`src/rtl/csr_access_unit.sv`:
```
// csr_access_unit: initiator side of the CSR access interface.
// Executes one Zicsr instruction at a time (CSRRW/RS/RC and the immediate
// forms). It issues read and write requests to the CSR file, computes the
// read-modify-write value and returns either an rd writeback or an
// illegal-instruction exception.
//
// Handshakes:
//   instr:   an instruction transfers on a cycle where instr_valid && instr_ready
//            are both high; instr_ready is high only in IDLE.
//   csr_req: csr_req_valid is raised in a *_REQ state and holds write/addr/wdata
//            stable until a cycle with csr_req_ready high; that cycle is the
//            transfer.
//   csr_rsp: valid-only. csr_rsp_valid is honoured only in a *_WAIT state (the
//            earliest is the cycle after the transfer) and ignored elsewhere.
module csr_access_unit #(
   parameter int XLEN        = 32,
   parameter int RSP_TIMEOUT = 16
) (
   input  logic            clock,
   input  logic            reset,
   // instruction side
   input  logic            instr_valid,
   output logic            instr_ready,
   input  logic [2:0]      instr_funct3,
   input  logic [11:0]     instr_csr_addr,
   input  logic [4:0]      instr_rs1_idx,
   input  logic [4:0]      instr_rd_idx,
   input  logic [XLEN-1:0] instr_rs1_value,
   input  logic [1:0]      priv_mode,
   // CSR file request
   output logic            csr_req_valid,
   input  logic            csr_req_ready,
   output logic            csr_req_write,
   output logic [11:0]     csr_req_addr,
   output logic [XLEN-1:0] csr_req_wdata,
   // CSR file response
   input  logic            csr_rsp_valid,
   input  logic [XLEN-1:0] csr_rsp_rdata,
   input  logic            csr_rsp_illegal,
   // completion
   output logic            wb_valid,
   output logic [4:0]      wb_rd,
   output logic [XLEN-1:0] wb_data,
   output logic            done_valid,
   output logic            illegal_instr_exception,
   // FSM state, for observation only
   output logic [2:0]      dbg_state
);

   localparam int CNT_W = $clog2(RSP_TIMEOUT);
   localparam logic [CNT_W-1:0] CNT_LAST = CNT_W'(RSP_TIMEOUT - 1);

   typedef enum logic [2:0] {
      S_IDLE    = 3'd0,
      S_RD_REQ  = 3'd1,
      S_RD_WAIT = 3'd2,
      S_WR_REQ  = 3'd3,
      S_WR_WAIT = 3'd4,
      S_DONE    = 3'd5
   } state_e;

   // Operation encoding is funct3[1:0]: 01=RW, 10=RS, 11=RC, 00=illegal.
   localparam logic [1:0] OP_RW = 2'b01;
   localparam logic [1:0] OP_RS = 2'b10;
   localparam logic [1:0] OP_RC = 2'b11;

   state_e            state_q, state_d;
   logic [1:0]        op_q, op_d;
   logic [XLEN-1:0]   src_q, src_d;
   logic [11:0]       addr_q, addr_d;
   logic [4:0]        rd_q, rd_d;
   logic              do_read_q, do_read_d;
   logic              do_write_q, do_write_d;
   logic [XLEN-1:0]   old_q, old_d;
   logic [CNT_W-1:0]  cnt_q, cnt_d;
   logic              exc_q, exc_d;

   // Decode of the offered instruction, used only at acceptance.
   logic [1:0]        acc_op;
   logic [XLEN-1:0]   acc_src;
   logic              acc_is_rw;
   logic              acc_do_read;
   logic              acc_do_write;
   logic              acc_illegal;

   // Write value built from the captured old value, never from a re-read.
   logic [XLEN-1:0]   wdata;

   // Decode the offered instruction and run the pre-checks.
   always_comb begin
      acc_op       = instr_funct3[1:0];
      acc_src      = instr_funct3[2] ? {{(XLEN-5){1'b0}}, instr_rs1_idx} : instr_rs1_value;
      acc_is_rw    = (acc_op == OP_RW);
      acc_do_read  = !(acc_is_rw && (instr_rd_idx == 5'd0));
      acc_do_write = acc_is_rw || (instr_rs1_idx != 5'd0);
      acc_illegal  = (acc_op == 2'b00)
                   || (instr_csr_addr[9:8] > priv_mode)
                   || (acc_do_write && (instr_csr_addr[11:10] == 2'b11));
   end

   // Read-modify-write value for the write request.
   always_comb begin
      case (op_q)
         OP_RS:   wdata = old_q | src_q;
         OP_RC:   wdata = old_q & ~src_q;
         default: wdata = src_q;
      endcase
   end

   // Next-state logic: sequencing, capture of old value, timeout counting.
   always_comb begin
      state_d    = state_q;
      op_d       = op_q;
      src_d      = src_q;
      addr_d     = addr_q;
      rd_d       = rd_q;
      do_read_d  = do_read_q;
      do_write_d = do_write_q;
      old_d      = old_q;
      cnt_d      = cnt_q;
      exc_d      = exc_q;

      case (state_q)
         S_IDLE: begin
            if (instr_valid) begin
               op_d       = acc_op;
               src_d      = acc_src;
               addr_d     = instr_csr_addr;
               rd_d       = instr_rd_idx;
               do_read_d  = acc_do_read;
               do_write_d = acc_do_write;
               old_d      = '0;
               cnt_d      = '0;
               exc_d      = acc_illegal;
               if (acc_illegal) begin
                  state_d = S_DONE;
               end else if (acc_do_read) begin
                  state_d = S_RD_REQ;
               end else begin
                  state_d = S_WR_REQ;
               end
            end
         end

         S_RD_REQ: begin
            if (csr_req_ready) begin
               cnt_d   = '0;
               state_d = S_RD_WAIT;
            end
         end

         S_RD_WAIT: begin
            if (csr_rsp_valid) begin
               if (csr_rsp_illegal) begin
                  exc_d   = 1'b1;
                  state_d = S_DONE;
               end else begin
                  old_d   = csr_rsp_rdata;
                  state_d = do_write_q ? S_WR_REQ : S_DONE;
               end
            end else if (cnt_q == CNT_LAST) begin
               exc_d   = 1'b1;
               state_d = S_DONE;
            end else begin
               cnt_d = cnt_q + CNT_W'(1);
            end
         end

         S_WR_REQ: begin
            if (csr_req_ready) begin
               cnt_d   = '0;
               state_d = S_WR_WAIT;
            end
         end

         S_WR_WAIT: begin
            if (csr_rsp_valid) begin
               exc_d   = csr_rsp_illegal;
               state_d = S_DONE;
            end else if (cnt_q == CNT_LAST) begin
               exc_d   = 1'b1;
               state_d = S_DONE;
            end else begin
               cnt_d = cnt_q + CNT_W'(1);
            end
         end

         S_DONE: begin
            state_d = S_IDLE;
         end

         default: begin
            state_d = S_IDLE;
         end
      endcase
   end

   // Output decode from the registered state; data outputs are zero unless
   // their qualifying strobe is high.
   always_comb begin
      instr_ready             = 1'b0;
      csr_req_valid           = 1'b0;
      csr_req_write           = 1'b0;
      csr_req_addr            = '0;
      csr_req_wdata           = '0;
      wb_valid                = 1'b0;
      wb_rd                   = '0;
      wb_data                 = '0;
      done_valid              = 1'b0;
      illegal_instr_exception = 1'b0;
      dbg_state               = state_q;

      case (state_q)
         S_IDLE: begin
            instr_ready = 1'b1;
         end
         S_RD_REQ: begin
            csr_req_valid = 1'b1;
            csr_req_addr  = addr_q;
         end
         S_WR_REQ: begin
            csr_req_valid = 1'b1;
            csr_req_write = 1'b1;
            csr_req_addr  = addr_q;
            csr_req_wdata = wdata;
         end
         S_DONE: begin
            done_valid              = 1'b1;
            illegal_instr_exception = exc_q;
            if (!exc_q && do_read_q && (rd_q != 5'd0)) begin
               wb_valid = 1'b1;
               wb_rd    = rd_q;
               wb_data  = old_q;
            end
         end
         default: begin
         end
      endcase
   end

   // State and datapath registers with synchronous active-low reset.
   always_ff @(posedge clock) begin
      if (!reset) begin
         state_q    <= S_IDLE;
         op_q       <= '0;
         src_q      <= '0;
         addr_q     <= '0;
         rd_q       <= '0;
         do_read_q  <= 1'b0;
         do_write_q <= 1'b0;
         old_q      <= '0;
         cnt_q      <= '0;
         exc_q      <= 1'b0;
      end else begin
         state_q    <= state_d;
         op_q       <= op_d;
         src_q      <= src_d;
         addr_q     <= addr_d;
         rd_q       <= rd_d;
         do_read_q  <= do_read_d;
         do_write_q <= do_write_d;
         old_q      <= old_d;
         cnt_q      <= cnt_d;
         exc_q      <= exc_d;
      end
   end

endmodule
```
`config.mk`:
```
export PLATFORM = sky130hd
export DESIGN_NAME = csr_access_unit
export DESIGN_NICKNAME = d
export VERILOG_FILES = /design/src/rtl/csr_access_unit.sv
export SDC_FILE = /design/constraint.sdc
export NUM_CORES = 1
export LEC_CHECK = 0
export BUFFER_PORTS_ARGS = -buffer_cell sky130_fd_sc_hd__buf_2
export CORE_MARGIN = 3
export CORE_UTILIZATION = 49
export DETAILED_ROUTE_END_ITERATION = 6
export PLACE_DENSITY = 0.91
export SETUP_SLACK_MARGIN = 0.3
export SYNTH_ARGS = -nofsm -noshare
export SYNTH_HDL_FRONTEND = slang
export SYNTH_SLANG_ARGS = --single-unit
```
`constraint.sdc`:
```
create_clock -name clock -period 2.19 [get_ports clock]
set_clock_uncertainty 0.15 [all_clocks]
set_input_delay 0.219 -clock clock [delete_from_list [all_inputs] [get_ports clock]]
set_output_delay 0.219 -clock clock [all_outputs]
set_load 0.02 [all_outputs]
```
==> summary.txt, run 1 <==
CTS
--------------------------------------------------------------------------------
Max Root-Sink Buffers                                                          2
CTS H-tree lvls                                                                3
Number of buffers created by CTS                                               9
Clock net sink count                                                          93
CTS Root Cell                                                           clkbuf_8

GRT
--------------------------------------------------------------------------------
Maximum number of pins on one net before global-route repair                  72

PLACEMENT
--------------------------------------------------------------------------------
GPL Wtd Cong                                                               0.894
Count of buffers inserted at the top-level ports                             186
Post-Place Setup Slack                                                    241 ps
Final HPWL DP                                                           10100 um

LOGIC SYNTHESIS
--------------------------------------------------------------------------------
Cell type with the largest total area after synthesis                    dfxtp_1
Number of flops mapped to enable cells by yosys                                0
Share of synthesized registers carrying an async set or reset                  0
Portion of the post-synthesis area used by sequential elements             0.394
Primary flip-flop cell chosen by synthesis mapping                       dfxtp_1
Net count after synthesis                                                    763
Mapped Cells                                                                 663
Number of distinct library cells after synthesis                              42
Fraction of post-synthesis cell area in the top cell type by area          0.394
Warning count from the yosys run                                               0
Post-synthesis sequential element count                                       93
Area of the mapped netlist                                              4730 um2
Synth Area per Inst                                                     7.13 um2
Top post-synthesis cells by area                                    dfxtp_1, a21oi_1, nand2_1, and2_1, nor2_1

DIE
--------------------------------------------------------------------------------
Die Width                                                                 104 um
Initial core utilization                                                   0.507
I/O pin count                                                                187
Standard-cell rows                                                            35
Die outline height                                                        104 um

STATUS
--------------------------------------------------------------------------------
Stage at which the run stopped                                           5_1_grt
Run Error                                                           [ERROR DPL-0038] Utilization greater than 100%, impossible to legalize
Outcome                                                             stopped before the end

STA
--------------------------------------------------------------------------------
Worst endpoint after global-route timing repair                         wb_rd[0]
Worst EP Category                                                   top-level output

-- cell families after synthesis --
logic type               count (synthesis)  synth area share
buffers and inverters                   58            0.0506
AND/OR/NAND/NOR                        351             0.355
multiplexers                             7            0.0148
XOR/XNOR                                 1           0.00185
flip-flops                              93             0.394
AO/OA/AOI/OAI                          150             0.176
adder cells (fa/ha/maj)                  3           0.00794
-- stage by stage --
stage	cells	utilization	cell area, um2
global placement	946	0.630	5880
CTS	1066	0.826	7700
floorplan	663	-	4820
detailed placement	946	0.630	5880
-- synth_stat cells, types with 3 or more instances --
| cell type | n |
|---|---|
| nor2b_1 | 3 |
| buf_2 | 8 |
| ha_1 | 3 |
| nor3_1 | 8 |
| nand3b_1 | 30 |
| nor2_1 | 80 |
| buf_4 | 3 |
| nand2_1 | 133 |
| nand2b_1 | 3 |
| nand3_1 | 33 |
| a211oi_1 | 10 |
| inv_1 | 6 |
| dfxtp_1 | 93 |
| clkbuf_1 | 40 |
| o21ai_0 | 6 |
| mux2i_1 | 7 |
| a31oi_1 | 4 |
| a21oi_1 | 116 |
| and2_1 | 50 |
-- what timing repair did --
| action | 4_1_cts |
|---|---|
| pin swaps | 26 |
| hold endpoints to repair | 78 |
| gates resized for setup | 153 |
| hold buffers | 78 |
| setup buffers | 21 |
| endpoints found under the setup margin | 92 |
| gates cloned | 5 |
==> run 2, diff against run 1 <==
CORE_UTILIZATION = 40   (was 49)
PLACE_DENSITY = not set   (was 0.91)
PLACE_DENSITY_LB_ADDON = 0.15   (was not set)
SETUP_SLACK_MARGIN = not set   (was 0.3)
==> run 2 against run 1 <==
Against the previous run: the flow now finishes, with violations (setup timing); synthesized cell count unchanged; area after synthesis unchanged.
==> summary.txt, run 2 <==
STATUS
--------------------------------------------------------------------------------
Outcome                                                             finished, violations left
Failing checks                                                      setup timing

FINAL LAYOUT
--------------------------------------------------------------------------------
Leading cell types in the layout, fill and taps excluded            buf_2, nand2_1, a21oi_1
Share of post-route cells with drive strength above 1                      0.293
Top Registers                                                       old_q: 32 flops, src_q: 32 flops, addr_q: 12 flops
Commonest non-fill, non-tap cell in the layout                             buf_2
Area of all placed cells without fillers                                7070 um2
Fillers                                                                     1035
Area added between synthesis and finish                                    49.6%
Final Net Count                                                             1003
Final core utilization                                                     0.616

POWER AND IR DROP
--------------------------------------------------------------------------------
Switching portion of total power                                           0.315
Peak supply drop                                                      0.000381 V
Pwr per Cell Area                                                     643 nW/um2
Internal power of the cells                                              3110 uW
Switching power of the nets                                              1430 uW
Combinational power share                                                  0.253
Overall power                                                            4540 uW
Power share of the clock group                                             0.328
Share of power burned in registers                                         0.420
Leak pwr                                                              0.00303 uW

GRT
--------------------------------------------------------------------------------
Global-route wire length before repair                                  24900 um
Antenna violations before repair                                               2
Tot GR Track Use                                                           0.236
Maximum number of pins on one net before global-route repair                  63
Total overflow reported by the global router                                   0
Vias in the first global route                                              5139

CTS
--------------------------------------------------------------------------------
Clock net sink count                                                          93
CTS tree                                                                    done
Max Root-Sink Buffers                                                          2
Clk_lat worst skew                                                        340 ps
CTS H-tree lvls                                                                3
CTS Root Cell                                                          clkbuf_16
Clock-pin transition on the worst setup and hold timing paths              60 ps
Number of buffers created by CTS                                               9

DIE
--------------------------------------------------------------------------------
Die outline area                                                       13200 um2
I/O pin count                                                                187
Die Width                                                                 115 um
Floorplan core area                                                    11500 um2
Initial core utilization                                                   0.412
Standard-cell rows                                                            39
Die outline height                                                        115 um

LOGIC SYNTHESIS
--------------------------------------------------------------------------------
Most used standard cell by instance count after synthesis                nand2_1
Number of distinct library cells after synthesis                              42
Post-synthesis sequential element count                                       93
Portion of the post-synthesis area used by sequential elements             0.394
Net count after synthesis                                                    763
Top post-synthesis cells by area                                    dfxtp_1, a21oi_1, nand2_1, and2_1, nor2_1
Cell type with the largest total area after synthesis                    dfxtp_1
Fraction of post-synthesis cell area in the top cell type by area          0.394
Number of flops mapped to enable cells by yosys                                0
Most common library cells after synthesis                           nand2_1, a21oi_1, dfxtp_1
Synth Area per Inst                                                     7.13 um2
Share of synthesized registers carrying an async set or reset                  0
Area of the mapped netlist                                              4730 um2
Mapped Cells                                                                 663
Primary flip-flop cell chosen by synthesis mapping                       dfxtp_1
Warning count from the yosys run                                               0

STA
--------------------------------------------------------------------------------
Setup Viol. Count Final                                                       12
Final hold vios                                                                0
Minimum period implied by the final worst setup slack                    2230 ps
Fmax                                                                     448 MHz
Unrepaired setup endpoints after global routing                             true
Period utilisation layout                                                   1.02
Min Hold Slack                                                           8.16 ps
Number of max-slew violations in the final report                              0
Setup ws final                                                          -40.3 ps
Slew margin rel.                                                           0.645
Transition at the pin with the smallest max-transition slack              532 ps

WORST HOLD PATH
--------------------------------------------------------------------------------
Classification of the worst-slack hold path                               in2reg
Launch point of the worst hold path                                 instr_rs1_value[17]

DRT
--------------------------------------------------------------------------------
Antenna Violating Nets Remaining                                               0
Via total after detailed routing                                            5482
# DRC                                                                          0
Routed Wire Length                                                      16600 um
Detailed-router iteration count before antenna repair                          6
Post-detailed-route via-to-cell ratio                                       5.21
Wire length per cell after detailed routing                              15.7 um
Iteration-0 DRC count of the detailed router                                 382

WORST SETUP PATH
--------------------------------------------------------------------------------
Crit Reg-Reg Startpoint                                             dbg_state[1]
Critical Path Most Common Cell                                             buf_6
Cells traversed along the worst timing path                         and3b_2 > nand3b_1 > a21oi_4 > buf_6 > clkbuf_16 > and2_4 > buf_6
CP Launch Point                                                     dbg_state[1]
Highest fanout seen on the critical path                                       8
Maximum single-stage delay on the critical path                           340 ps
Crit start category                                                     register
Data required time at the worst endpoint                                 1820 ps
Slowest cell on crit path                                                dfxtp_4
WP data arrival                                                          1860 ps
Setup crit end kind                                                 primary output
CP Class                                                                 reg2out

PLACEMENT
--------------------------------------------------------------------------------
GPL Wtd Cong                                                               0.864
Count of buffers inserted at the top-level ports                             186
Final HPWL DP                                                           10700 um
Standard cell area after detailed placement                             5830 um2
Post-Place Setup Slack                                                    279 ps

FLOW RUN
--------------------------------------------------------------------------------
Max-capacitance violation count                                                0

==> run 2: cell counts after synthesis <==
Identical to the previous run, type by type.
==> run 2: area by class of cell <==
cell class / count / area, um2 / share of cell area
Clock inverter: 3 / 20.0 / 0.00283
Sequential cell: 93 / 1870 / 0.265
Multi-Input combinational cell: 512 / 2700 / 0.381
Timing Repair Buffer: 281 / 2020 / 0.285
Inverter: 6 / 22.5 / 0.00319
Clock buffer: 13 / 260 / 0.0368
Antenna cell: 1 / 2.50 / 0.000354
Tap cell: 143 / 179 / 0.0253
==> run 2: routing by layer <==
metal	vias to the layer above	track usage	wire [um]
met1	2551	0.293	7230
li1	2718	-	-
met2	185	0.399	7880
met3	26	0.0603	1140
met4	2	0.0767	293
met5	-	0	8
==> run 2: stage by stage <==
stage	std cells	TNS [ps]
2_1_floorplan	663	0
3_3_place_gp	961	0
6_report	1052	-298
4_1_cts	1043	-216
5_1_grt	1052	-1720
3_5_place_dp	961	0
==> run 2: worst max-delay path: cells and delay by family, from the launching register on <==
kind | cells | cell delay, ps
flip-flops | 1 | 340
buffers and inverters | 3 | 440
AND/OR/NAND/NOR | 3 | 560
AO/OA/AOI/OAI | 1 | 180
==> run 2: repair_timing <==
item                                    in CTS  in global routing
hold endpoints to repair                    62                  0
resized for setup                           28                 47
hold buffers                                62                  0
buffers inserted                             3                  7
cloned                                       1                  2
pin swaps                                    0                  4
endpoints found under the setup margin      37                 36
==> run 2: cell families after synthesis <==
group           Yosys count  share of synthesized area
buf+inv                  58                     0.0506
simple gates            351                      0.355
fa+ha+maj                 3                    0.00794
xor+xnor                  1                    0.00185
mux                       7                     0.0148
flops                    93                      0.394
compound gates          150                      0.176
==> run 2: power by group through the flow <==
stage / clock (uW) / sequential [uW] / combinational (uW)
after floorplan: 0 / 1920 / 657
after global placement: 0 / 1940 / 986
after detailed placement: 0 / 1950 / 1000
after CTS: 1510 / 1910 / 1100
after global routing: 1580 / 1920 / 1260
final: 1490 / 1910 / 1150
==> run 2: worst paths after layout <==
path            endpoint  slack [ps]  depth (start not counted)
max          wb_data[23]         -40                          7
min            src_q[17]           8                          3
max reg2reg     old_q[8]         260                          7
min reg2reg   addr_q[10]         300                          2
Power figures use the tool's default switching activity.
